===== config.mk =====
export PLATFORM = sky130hd
export DESIGN_NAME = divisor_sequencial
export DESIGN_NICKNAME = d
export VERILOG_FILES = /design/src/rtl/divisor_pkg.sv /design/src/rtl/passo_divisao.sv /design/src/rtl/divisor_sequencial.sv
export SDC_FILE = /design/constraint.sdc
export NUM_CORES = 1
export LEC_CHECK = 0
export ABC_CLOCK_PERIOD_IN_PS = 5220
export BUFFER_PORTS_ARGS = -buffer_cell sky130_fd_sc_hd__buf_2
export CORE_ASPECT_RATIO = 0.6
export CORE_MARGIN = 2
export CORE_UTILIZATION = 60
export DETAILED_ROUTE_END_ITERATION = 7
export PLACE_DENSITY = 0.94
export SLEW_MARGIN = 40
export SYNTH_ARGS = -nofsm -noshare
export SYNTH_HDL_FRONTEND = slang
export SYNTH_SLANG_ARGS = --single-unit

===== constraint.sdc =====
create_clock -name clk -period 5.22 [get_ports clk]
set_input_delay 1.305 -clock clk [delete_from_list [all_inputs] [get_ports clk]]
set_output_delay 1.305 -clock clk [all_outputs]
set_load 0.01 [all_outputs]

===== src/rtl/divisor_pkg.sv =====
// Shared types and helpers for the sequential restoring divider:
// FSM state encoding, legal operand widths and sign conditioning.
package divisor_pkg;

  typedef enum logic [1:0] {
    IDLE = 2'd0,
    RUN  = 2'd1,
    DONE = 2'd2
  } state_t;

  localparam int WIDTH_MIN = 2;
  localparam int WIDTH_MAX = 32;

  // Bits needed to hold the step counter (WIDTH-1 down to 0).
  function automatic int count_w(input int w);
    return (w <= 2) ? 1 : $clog2(w);
  endfunction

  // Two's-complement negate when neg is set; callers resize to their WIDTH.
  function automatic logic [WIDTH_MAX-1:0] cond_neg(input logic [WIDTH_MAX-1:0] v,
                                                    input logic                 neg);
    return neg ? (~v + WIDTH_MAX'(1)) : v;
  endfunction

endpackage


===== src/rtl/passo_divisao.sv =====
// One combinational restoring-division step: shift in a dividend bit,
// trial-subtract the divisor, keep the difference only when it did not borrow.
module passo_divisao #(
  parameter int WIDTH = 8
) (
  input  logic [WIDTH:0]   rem_in,
  input  logic             bit_in,
  input  logic [WIDTH-1:0] divisor,
  output logic [WIDTH:0]   rem_out,
  output logic             q_bit
);

  logic [WIDTH+1:0] partial;
  logic [WIDTH+1:0] diff;

  assign partial = {rem_in, bit_in};
  assign diff    = partial - {2'b00, divisor};
  // The top bit of the widened difference is the borrow.
  assign q_bit   = ~diff[WIDTH+1];
  assign rem_out = q_bit ? diff[WIDTH:0] : partial[WIDTH:0];

endmodule


===== src/rtl/divisor_sequencial.sv =====
// Sequential restoring divider: one quotient bit per clock, signed or unsigned,
// with divide-by-zero detection and a start/busy/done handshake.
module divisor_sequencial
  import divisor_pkg::*;
#(
  parameter int WIDTH = 8
) (
  input  logic             clk,
  input  logic             rst,
  input  logic             start,
  input  logic             com_sinal,
  input  logic [WIDTH-1:0] dividendo,
  input  logic [WIDTH-1:0] divisor,
  output logic             busy,
  output logic             done,
  output logic [WIDTH-1:0] quociente,
  output logic [WIDTH-1:0] resto,
  output logic             div_zero
);

  localparam int CW = count_w(WIDTH);

  if (WIDTH < WIDTH_MIN || WIDTH > WIDTH_MAX) begin : g_width_check
    $error("divisor_sequencial: WIDTH must be within 2..32");
  end

  state_t                state;
  state_t                state_nx;
  logic [CW-1:0]         count;
  logic [WIDTH-1:0]      dvd;
  logic [WIDTH-1:0]      dsr_mag;
  logic [WIDTH:0]        rem;
  logic                  sign_q;
  logic                  sign_r;
  logic                  zero_pend;

  logic signed [WIDTH-1:0] dividendo_s;
  logic signed [WIDTH-1:0] divisor_s;
  logic                    neg_a;
  logic                    neg_b;

  logic [WIDTH:0]        rem_step;
  logic                  q_bit;

  assign dividendo_s = $signed(dividendo);
  assign divisor_s   = $signed(divisor);
  assign neg_a       = com_sinal && (dividendo_s < 0);
  assign neg_b       = com_sinal && (divisor_s < 0);

  passo_divisao #(
    .WIDTH (WIDTH)
  ) u_passo (
    .rem_in  (rem),
    .bit_in  (dvd[WIDTH-1]),
    .divisor (dsr_mag),
    .rem_out (rem_step),
    .q_bit   (q_bit)
  );

  always_comb begin
    state_nx = state;
    case (state)
      IDLE:    if (start) state_nx = (divisor == '0) ? DONE : RUN;
      RUN:     if (count == '0) state_nx = DONE;
      DONE:    state_nx = IDLE;
      default: state_nx = IDLE;
    endcase
  end

  always_ff @(posedge clk or posedge rst) begin
    if (rst) begin
      state     <= IDLE;
      busy      <= 1'b0;
      done      <= 1'b0;
      count     <= '0;
      dvd       <= '0;
      dsr_mag   <= '0;
      rem       <= '0;
      sign_q    <= 1'b0;
      sign_r    <= 1'b0;
      zero_pend <= 1'b0;
      quociente <= '0;
      resto     <= '0;
      div_zero  <= 1'b0;
    end else begin
      state <= state_nx;
      // busy stays high through the cycle in which done is presented.
      busy  <= (state_nx != IDLE) || (state == DONE);
      done  <= (state == DONE);
      case (state)
        IDLE: begin
          if (start) begin
            rem   <= '0;
            count <= CW'(WIDTH - 1);
            if (divisor == '0) begin
              zero_pend <= 1'b1;
              dvd       <= dividendo;
              dsr_mag   <= '0;
              sign_q    <= 1'b0;
              sign_r    <= 1'b0;
            end else begin
              zero_pend <= 1'b0;
              dvd       <= WIDTH'(cond_neg(WIDTH_MAX'(dividendo), neg_a));
              dsr_mag   <= WIDTH'(cond_neg(WIDTH_MAX'(divisor), neg_b));
              sign_q    <= neg_a ^ neg_b;
              sign_r    <= neg_a;
            end
          end
        end
        RUN: begin
          // Quotient bits shift in from the bottom as dividend bits leave the top.
          rem   <= rem_step;
          dvd   <= {dvd[WIDTH-2:0], q_bit};
          count <= count - CW'(1);
        end
        DONE: begin
          if (zero_pend) begin
            quociente <= '1;
            resto     <= dvd;
            div_zero  <= 1'b1;
          end else begin
            quociente <= WIDTH'(cond_neg(WIDTH_MAX'(dvd), sign_q));
            resto     <= WIDTH'(cond_neg(WIDTH_MAX'(rem[WIDTH-1:0]), sign_r));
            div_zero  <= 1'b0;
          end
        end
        default: ;
      endcase
    end
  end

endmodule

==> flow_summary.ini, run 1 <==
[outcome]
outcome = complete, no violations

[clock_network]
cts_tree = done
clk_pin_slew_worst_paths_ps = 100
h-tree-depth = 2
cts_buffer_depth = 2
clock_sinks = 52
cts_buffers = 5
clkLatencyLatePin_ps = 320
cts_setup_buffers = 0
cts_resized = 0
cts_root_buffer = clkbuf_8
cts-hold-fix-buffers = 0

[global_route]
track_usage = 0.275
antenna_found_initial = 0
grt_pass1_wl_mm = 11.8
grt_pass1_vias = 2449
overflow = 0
grt_max_degree = 53

[finish]
layout_common_cells = 52 x dfrtp_1, 47 x nand2_1, 38 x buf_2
fill_cells = 400
layout_commonest_cell = dfrtp_1
final_layout_size_suffix_gt1_frac = 0.148
final_nets = 413
n_antenna_cell = 0
area_growth_pct = 11.1

[timing]
rsz0062_at_grt = no
fin_crit_ps = 2530
hold-worst-slack_ps = 473
fmax_mhz = 396
hold_viol = 0
relSlewSlack = 0.500
finalCritPeriodShare = 0.484
fin_skew_ps = 9.12
drv_slew = 0
setup_tns_ps = 0
worst_slew_pin_slew_ps = 746
finalSetupViolCount = 0
finalWorstSetupSlack_ps = 2690

[logic_synthesis]
synth_area_sq_um = 3090
netlist_instances = 347
ys.flop_type = dfrtp_1
synth.distinct_cells = 44
ys_ff_latch = 52
synth_edf_count = 0
avgSynthCellArea_sq_um = 8.90
syn_nets = 382
postSynth.asyncResetShare = 1.00
yosys_warnings = 0
synth-seq-area-share = 0.422

[placement]
routabilityCongestion = 0.938
preCtsSetupSlack_ps = 2470
hpwlAfterDp_mm = 5.31
port_buffers = 38

[setup_path]
path_max_fanout = 11
crit_type = flip-flop to flip-flop
critPathCaptureType = flip-flop
crit_chain = ha_1, and3_1, a211oi_2, a21boi_2, xnor2_2, a222oi_1, inv_1
critPathMaxStageDelay_ps = 490
crit_path_start_kind = flip-flop
slowest_stage = a222oi_1
arrival_ps = 2730
critPathRequiredTime_ps = 5420

[routing]
routed_wl_mm = 7.28
drt-wirelength-per-cell_um = 16.4
first_pass_iters = 4
routed-via-count = 2607
vias_per_cell = 5.86
drc = 0
initialDrtViolationCount = 199
ant_nets = 0

[min_path]
hold_class = flip-flop to flip-flop

[power]
p_leak_nw = 1.66
power_density_nw_per_um2 = 690
ir_drop_v = 0.000280

[floorplan]
start_util = 0.617
dieArea_sq_um = 5750
die_h_um = 59.6
die_w_um = 96.6
core-area_sq_um = 5000
rows = 20
boundaryPins = 39

[job]
drv_cap = 0
## worst max-delay path: cells and delay by family, from the launching register on
family                     cells  cell delay, ps
adders and majority gates      1             380
AOI/OAI and AO/OA              3             970
xor gates and xnor gates       1             250
buffers and inverters          1              80
DFF                            1             470
and+or+nand+nor                1             240
## Yosys cell counts (3+ instances only)
library cell  instances  area (sq um)
dfrtp_1              52          1300
nand2_1              47           176
o21ai_0              33           165
inv_1                25          93.8
xnor2_1              24           210
nor2_1               23          86.3
a21oi_1              15          75.1
clkbuf_1             15          56.3
ha_1                 14           175
mux2i_1              11           110
a22oi_1               8          60.1
nand3_1               7          35.0
nor3_1                7          35.0
o21ai_1               7          35.0
nand2b_1              6          37.5
xor2_1                6          52.6
o22ai_1               5          31.3
a21o_1                3          22.5
o31ai_1               3          22.5
## per-stage QoR
stage / cell area [sq um] / std cells / util / power (mW)
global route: 3430 / 445 / 0.686 / 2.57
floorplan: 3090 / 347 / - / 1.73
global placement: 3310 / 437 / 0.661 / 1.96
CTS: 3430 / 445 / 0.686 / 2.35
detailed placement: 3320 / 437 / 0.663 / 2.06
finish: 3430 / 445 / 0.686 / 2.37
## where the power goes
group | switching (mW) | leakage [nW] | internal, mW
clock | 0.140 | 0.0541 | 0.142
sequential | 0.201 | 0.657 | 0.583
combinational | 0.726 | 0.951 | 0.575
## layer usage
metal,global-route usage,wire [um],vias to the layer above
li1,-,-,1258
met1,0.416,3530,1245
met2,0.412,3060,94
met3,0.0585,605,10
met4,0.0523,89,0
met5,0,0,-
## path summary, 6_finish.rpt
| path | from | to | slack [ps] | cells after the start |
|---|---|---|---|---|
| worst max-delay path | rem[4]$_DFFE_PP0P_ | dvd[0]$_DFFE_PP0P_ | 2690 | 7 |
| worst min-delay path | div_zero$_DFFE_PP0P_ | div_zero$_DFFE_PP0P_ | 470 | 2 |
| worst max register to register | rem[4]$_DFFE_PP0P_ | dvd[0]$_DFFE_PP0P_ | 2690 | 7 |
| worst min register to register | div_zero$_DFFE_PP0P_ | div_zero$_DFFE_PP0P_ | 470 | 2 |
| max in group asynchronous | rst | state[1]$_DFF_PP0_ | 3730 | 2 |
| min in group asynchronous | rst | rem[7]$_DFFE_PP0P_ | 1070 | 2 |
## sequential cells by signal (all words and copies together) (netlist names)
signal / count
busy: 1
count: 3
div_zero: 1
done: 1
dsr_mag: 8
dvd: 8
quociente: 8
rem: 9
resto: 8
sign_q: 1
sign_r: 1
state: 2
zero_pend: 1
## layout make-up
cell class	instances	area, sq um	share of cell area
multi-input combinational	254	1630	0.476
sequential	52	1300	0.379
timing repair buffer	40	205	0.0598
inverter	25	96.3	0.0281
tap	66	82.6	0.0241
clock buffer	5	68.8	0.0201
clock inverter	3	42.5	0.0124
## logic make-up (layout without fill, tap and decap cells)
| family | after synthesis | count (layout) | share of synthesized area |
|---|---|---|---|
| fa+ha+maj | 15 | 15 | 0.0632 |
| flops | 52 | 52 | 0.422 |
| xor+xnor | 30 | 30 | 0.0851 |
| simple gates | 104 | 104 | 0.152 |
| buf+inv | 41 | 73 | 0.0523 |
| mux | 11 | 11 | 0.0357 |
| compound gates | 94 | 94 | 0.190 |
Power figures use the tool's default switching activity.
==> inputs of run 2 (changes only) <==
ABC_CLOCK_PERIOD_IN_PS = 2130   (was 5220)
CORE_UTILIZATION = 52   (was 60)
PLACE_DENSITY = 0.88   (was 0.94)
clock period = 2.13 ns   (was 5.22 ns; I/O delays follow)
==> run 2 against run 1 <==
Compared with the run above: the run now ends with setup timing left; first-iteration DRC count grew 34%; count of clock-buffer cells in the layout grew 1; sequential power grew 140%; routed wire length grew 15%; cell area grew 13%; total power grew to 2.9 times the previous value; worst setup slack lost 2800 ps; flip-flop and latch count is the same; utilization shrank 0.22 points.
==> flow_summary.ini, run 2 (same netlist as run 1, synthesis figures left out) <==
[outcome]
outcome = finished, violations left
violations = setup timing

[timing]
finalCritPeriodShare = 1.03
setup_tns_ps = -114
finalWorstSetupSlack_ps = -57.5
finalSetupViolCount = 4
worst_slew_pin_slew_ps = 778
drv_slew = 0
rsz0062_at_grt = yes
fmax_mhz = 457
fin_crit_ps = 2190
hold_viol = 0
relSlewSlack = 0.481
fin_skew_ps = 7.43

[setup_path]
slowest_stage = dfrtp_1
critPathCaptureType = flip-flop
path_max_fanout = 5
cp.buffers_inverters = 1
crit_path_start_kind = flip-flop
arrival_ps = 2440
crit_family = compound AO/OA/AOI/OAI gates
critPathMaxStageDelay_ps = 440
crit_chain = ha_4, a211o_1, a211oi_2, a21boi_4, xnor2_2, buf_6, mux2i_1, a22o_1
critPathRequiredTime_ps = 2380
crit_type = flip-flop to flip-flop

[power]
ir_drop_v = 0.000680
power_density_nw_per_um2 = 1810
p_leak_nw = 1.82

[placement]
routabilityCongestion = 0.929
hpwlAfterDp_mm = 5.95
place_area_sq_um = 3490
port_buffers = 38
placed_cells = 471

[routing]
top_layer = met4
ant_nets = 0
vias_per_cell = 5.77
first_pass_iters = 5
routed-via-count = 2827
drc = 0
initialDrtViolationCount = 267
drt-wirelength-per-cell_um = 17.0
route.met2.wl_mm = 3.71
wl_met3_um = 645
met1_length_mm = 3.87
routed_wl_mm = 8.34

[floorplan]
core-area_sq_um = 5650
die_w_um = 103
dieArea_sq_um = 6590
rows = 21
start_util = 0.546
boundaryPins = 39
die_h_um = 63.7

[clock_network]
clk_pin_slew_worst_paths_ps = 100
cts_root_buffer = clkbuf_8
cts-hold-fix-buffers = 0
cts_tree = done
cts_buffers = 5
clkLatencyLatePin_ps = 320
h-tree-depth = 2
clock_sinks = 52
cts_buffer_depth = 2

[finish]
final_layout_size_suffix_gt1_frac = 0.271
fin_area_sq_um = 3860
n_antenna_cell = 0
multi_input_area_sq_um = 1810
seqCellArea_sq_um = 1300
largest_reg_flops = 9
top_register = rem
layout_common_cells = 52 x dfrtp_1, 47 x nand2_1, 38 x buf_2
final_nets = 444
layout_commonest_cell = dfrtp_1
fin_cells = 490
area_growth_pct = 25.1
fill_cells = 447

[min_path]
hold_class = primary input to asynchronous set/reset pin

[global_route]
grt_pass1_vias = 2660
grt_max_degree = 32
grt_pass1_wl_mm = 13.2
track_usage = 0.261
antenna_found_initial = 0
overflow = 0

[job]
drv_cap = 0
## run 2: changes by cell type in the layout (fill, tap and decap cells not counted), moves of 2 or more
cell     previous run  this run
a21oi_4             0         2
and3_4              0         2
inv_1              24        19
buf_4               2        31
and3_1              2         0
a21oi_1            15        12
inv_2               0         6
ha_4                0         8
ha_1               14         6
## run 2: final cells by class
class                           count  area share
Timing Repair Buffer               71       0.118
Tap cell                           80      0.0259
Inverter                           25      0.0243
Sequential cell                    52       0.337
Multi-Input combinational cell    254       0.470
Clock buffer                        6      0.0214
Clock inverter                      2     0.00389
## run 2: timing repair
action | 4_1_cts | 5_1_grt
gates cloned | 1 | 0
setup endpoints to repair | 7 | 10
pin swaps | 3 | 12
resized for setup | 11 | 25
buffers inserted | 5 | 5
## run 2: final timing paths
kind,slack (ps),cells after the start,endpoint,from
worst max-delay path,-60,8,rem[0]$_DFFE_PP0P_,rem[6]$_DFFE_PP0P_
worst min-delay path,220,2,resto[5]$_DFFE_PP0P_,rst
worst max register to register,-60,8,rem[0]$_DFFE_PP0P_,rem[6]$_DFFE_PP0P_
worst min register to register,480,2,resto[5]$_DFFE_PP0P_,resto[5]$_DFFE_PP0P_
max in group asynchronous,1380,3,dsr_mag[2]$_DFFE_PP0P_,rst
min in group clk,480,2,resto[5]$_DFFE_PP0P_,resto[5]$_DFFE_PP0P_
## run 2: power by group
group | total [mW] | internal [mW] | leakage [nW] | switching [mW]
Sequential | 1.89 | 1.43 | 0.657 | 0.462
Clock | 0.608 | 0.264 | 0.0434 | 0.344
Combinational | 4.48 | 2.24 | 1.12 | 2.24
## run 2: metal layers
layer	vias up	track usage
li1	1321	-
met1	1351	0.396
met2	138	0.382
met3	17	0.0555
met4	0	0.0576
met5	-	0
## run 2: through the flow
step / power [mW] / hold WS [ps] / setup WS, ps / util
final: 6.97 / 218 / -57.5 / 0.683
after global routing: 7.46 / 270 / -90.2 / 0.683
after CTS: 6.35 / 245 / 0.416 / 0.654
after detailed placement: 5.37 / 464 / -96.7 / 0.617
after global placement: 5.17 / 448 / 19.9 / 0.617
after floorplan: 4.24 / 450 / 20.3 / -
==> inputs of run 3 (changes only) <==
ABC_AREA = 1   (was not set)
CORE_UTILIZATION = 53   (was 52)
SLEW_MARGIN = 20   (was 40)
==> run 3 against run 2 <==
Compared with the run above: the flow now finishes without violations; first-iteration DRC count shrank 4.5%; critical path type unchanged; clock power shrank 1%; critical endpoint is now rem[8]$_DFFE_PP0P_; highest routed layer unchanged; cell area shrank 3.4%; total power shrank 8.9%; global-route usage shrank 1.2 points; area after synthesis grew 7.7%.
==> flow_summary.ini, run 3 <==
[outcome]
outcome = complete, no violations

[logic_synthesis]
synth.area.top_cells = dfrtp_1 39%, nand2_1 13%, nand3_1 7.2%, inv_1 7.0%, ha_1 5.3%
ys_ff_latch = 52
synth-seq-area-share = 0.391
postSynth.asyncResetShare = 1.00
synth_area_sq_um = 3330
synth_common_cells = 116 x nand2_1, 62 x inv_1, 52 x dfrtp_1
synth.most_common_cell = nand2_1
synth_edf_count = 0
syn_nets = 486
synth.distinct_cells = 34
netlist_instances = 451
ys.flop_type = dfrtp_1
yosysTopAreaCell = dfrtp_1
avgSynthCellArea_sq_um = 7.37
yosys_warnings = 0
synth_top_cell_area_share = 0.391

[setup_path]
crit_path_start_kind = flip-flop
crit_type = flip-flop to flip-flop
path_max_fanout = 4
critPathCaptureType = flip-flop
cp-startpoint = dvd[7]$_DFFE_PP0P_
critPathRequiredTime_ps = 2330
arrival_ps = 2170
r2r_start = dvd[7]$_DFFE_PP0P_

[clock_network]
clk_pin_slew_worst_paths_ps = 90
clock_sinks = 52
cts_buffer_depth = 2
h-tree-depth = 2
cts_tree = done
clkLatencyLatePin_ps = 310
cts_buffers = 5
cts_root_buffer = clkbuf_8
cts_setup_buffers = 0

[finish]
final_layout_size_suffix_gt1_frac = 0.162
layout_common_cells = 116 x nand2_1, 60 x inv_1, 52 x dfrtp_1
n_antenna_cell = 0
top_register = rem
area_growth_pct = 12.2
layout_commonest_cell = nand2_1
final_nets = 527
largest_reg_flops = 9

[timing]
setup_tns_ps = 0
finalWorstSetupSlack_ps = 166
rsz0062_at_grt = no
drv_slew = 0
finalCritPeriodShare = 0.922
fmax_mhz = 509
fin_skew_ps = 3.80
worst_slew_pin_slew_ps = 358
hold_viol = 0
relSlewSlack = 0.759
finalSetupViolCount = 0
fin_crit_ps = 1960

[routing]
initialDrtViolationCount = 255
drt-wirelength-per-cell_um = 14.4
ant_nets = 0
drc = 0
routed-via-count = 3172
routed_wl_mm = 8.29
first_pass_iters = 5
vias_per_cell = 5.50

[global_route]
grt_pass1_vias = 2839
antenna_found_initial = 0
grt_pass1_wl_mm = 13.5
track_usage = 0.249
overflow = 0
grt_max_degree = 40

[placement]
hpwlAfterDp_mm = 6.36
port_buffers = 38
routabilityCongestion = 0.912
preCtsSetupSlack_ps = 64.8

[job]
drv_cap = 0

[floorplan]
rows = 22
die_w_um = 106
start_util = 0.547
dieArea_sq_um = 6950
die_h_um = 65.4
boundaryPins = 39
core-area_sq_um = 6080

[power]
ir_drop_v = 0.000571
p_leak_nw = 2.00
power_density_nw_per_um2 = 1700

[min_path]
hold_class = primary input to asynchronous set/reset pin
## run 3: cell count changes in the layout (fill, tap and decap cells not counted), moves of 5 or more
| cell | delta |
|---|---|
| nand2_2 | +5 |
| nand3_1 | +42 |
| nand2_1 | +69 |
| xnor2_1 | -19 |
| buf_4 | -26 |
| inv_1 | +41 |
| nand2b_1 | -5 |
| ha_1 | +8 |
| xor2_1 | +5 |
| mux2i_1 | -11 |
| ha_4 | -8 |
| a21oi_1 | +6 |
## run 3: cell families (layout without fill, tap and decap cells)
| family | Yosys count | in the layout | share of synthesized area |
|---|---|---|---|
| xor gates and xnor gates | 15 | 15 | 0.0395 |
| AOI/OAI and AO/OA | 72 | 72 | 0.124 |
| and+or+nand+nor | 219 | 219 | 0.296 |
| buffers and inverters | 78 | 120 | 0.0903 |
| DFF | 52 | 52 | 0.391 |
| adders and majority gates | 15 | 15 | 0.0587 |
## run 3: final timing paths
check | end | cells after the start | slack [ps]
min | busy$_DFF_PP0_ | 2 | 170
max | rem[8]$_DFFE_PP0P_ | 12 | 170
max in group asynchronous | dsr_mag[3]$_DFFE_PP0P_ | 3 | 1460
min reg2reg | resto[6]$_DFFE_PP0P_ | 2 | 490
min in group clk | resto[6]$_DFFE_PP0P_ | 2 | 490
max reg2reg | rem[8]$_DFFE_PP0P_ | 12 | 170
## run 3: worst max-delay path, stage by stage, from the launching register on
cell,delay (ps)
dfrtp_1,420
inv_2,110
ha_1,160
inv_1,110
fa_2,390
nand2_1,80
nand2_1,70
nand2_1,120
nand3_1,80
nand2_1,90
nand3_1,60
nand3_1,100
nand2_1,60
## run 3: per-stage QoR
stage	total power [mW]	instance area [sq um]	std cells	hold slack [ps]	util
floorplan	4.68	3330	451	453	-
global placement	5.49	3630	569	458	0.597
detailed placement	5.68	3630	569	465	0.597
CTS	6.28	3730	577	179	0.613
global route	6.90	3730	577	189	0.613
finish	6.36	3730	577	172	0.613
## run 3: layer usage
metal | track usage | up-vias | wire length (um)
met5 | 0 | - | 0
met4 | 0.0543 | 0 | 61
met3 | 0.0466 | 8 | 700
met2 | 0.385 | 144 | 3590
met1 | 0.367 | 1475 | 3930
li1 | - | 1545 | -
## run 3: cell type report
class | count | area (sq um)
clock buffers | 7 | 86.3
clock inverters | 1 | 7.51
fillers | 537 | 2350
inverters | 68 | 255
multi-input cells | 321 | 1730
flip-flops and latches | 52 | 1300
well taps | 84 | 105
repair buffers | 44 | 248
## run 3: report_power, final
part | internal [mW] | switching (mW)
Clock | 0.265 | 0.337
Combinational | 1.46 | 2.40
Sequential | 1.48 | 0.419
## run 3: what timing repair did
action	CTS	global route
resized for setup	0	2
hold buffers	0	0
setup endpoints to repair	0	1
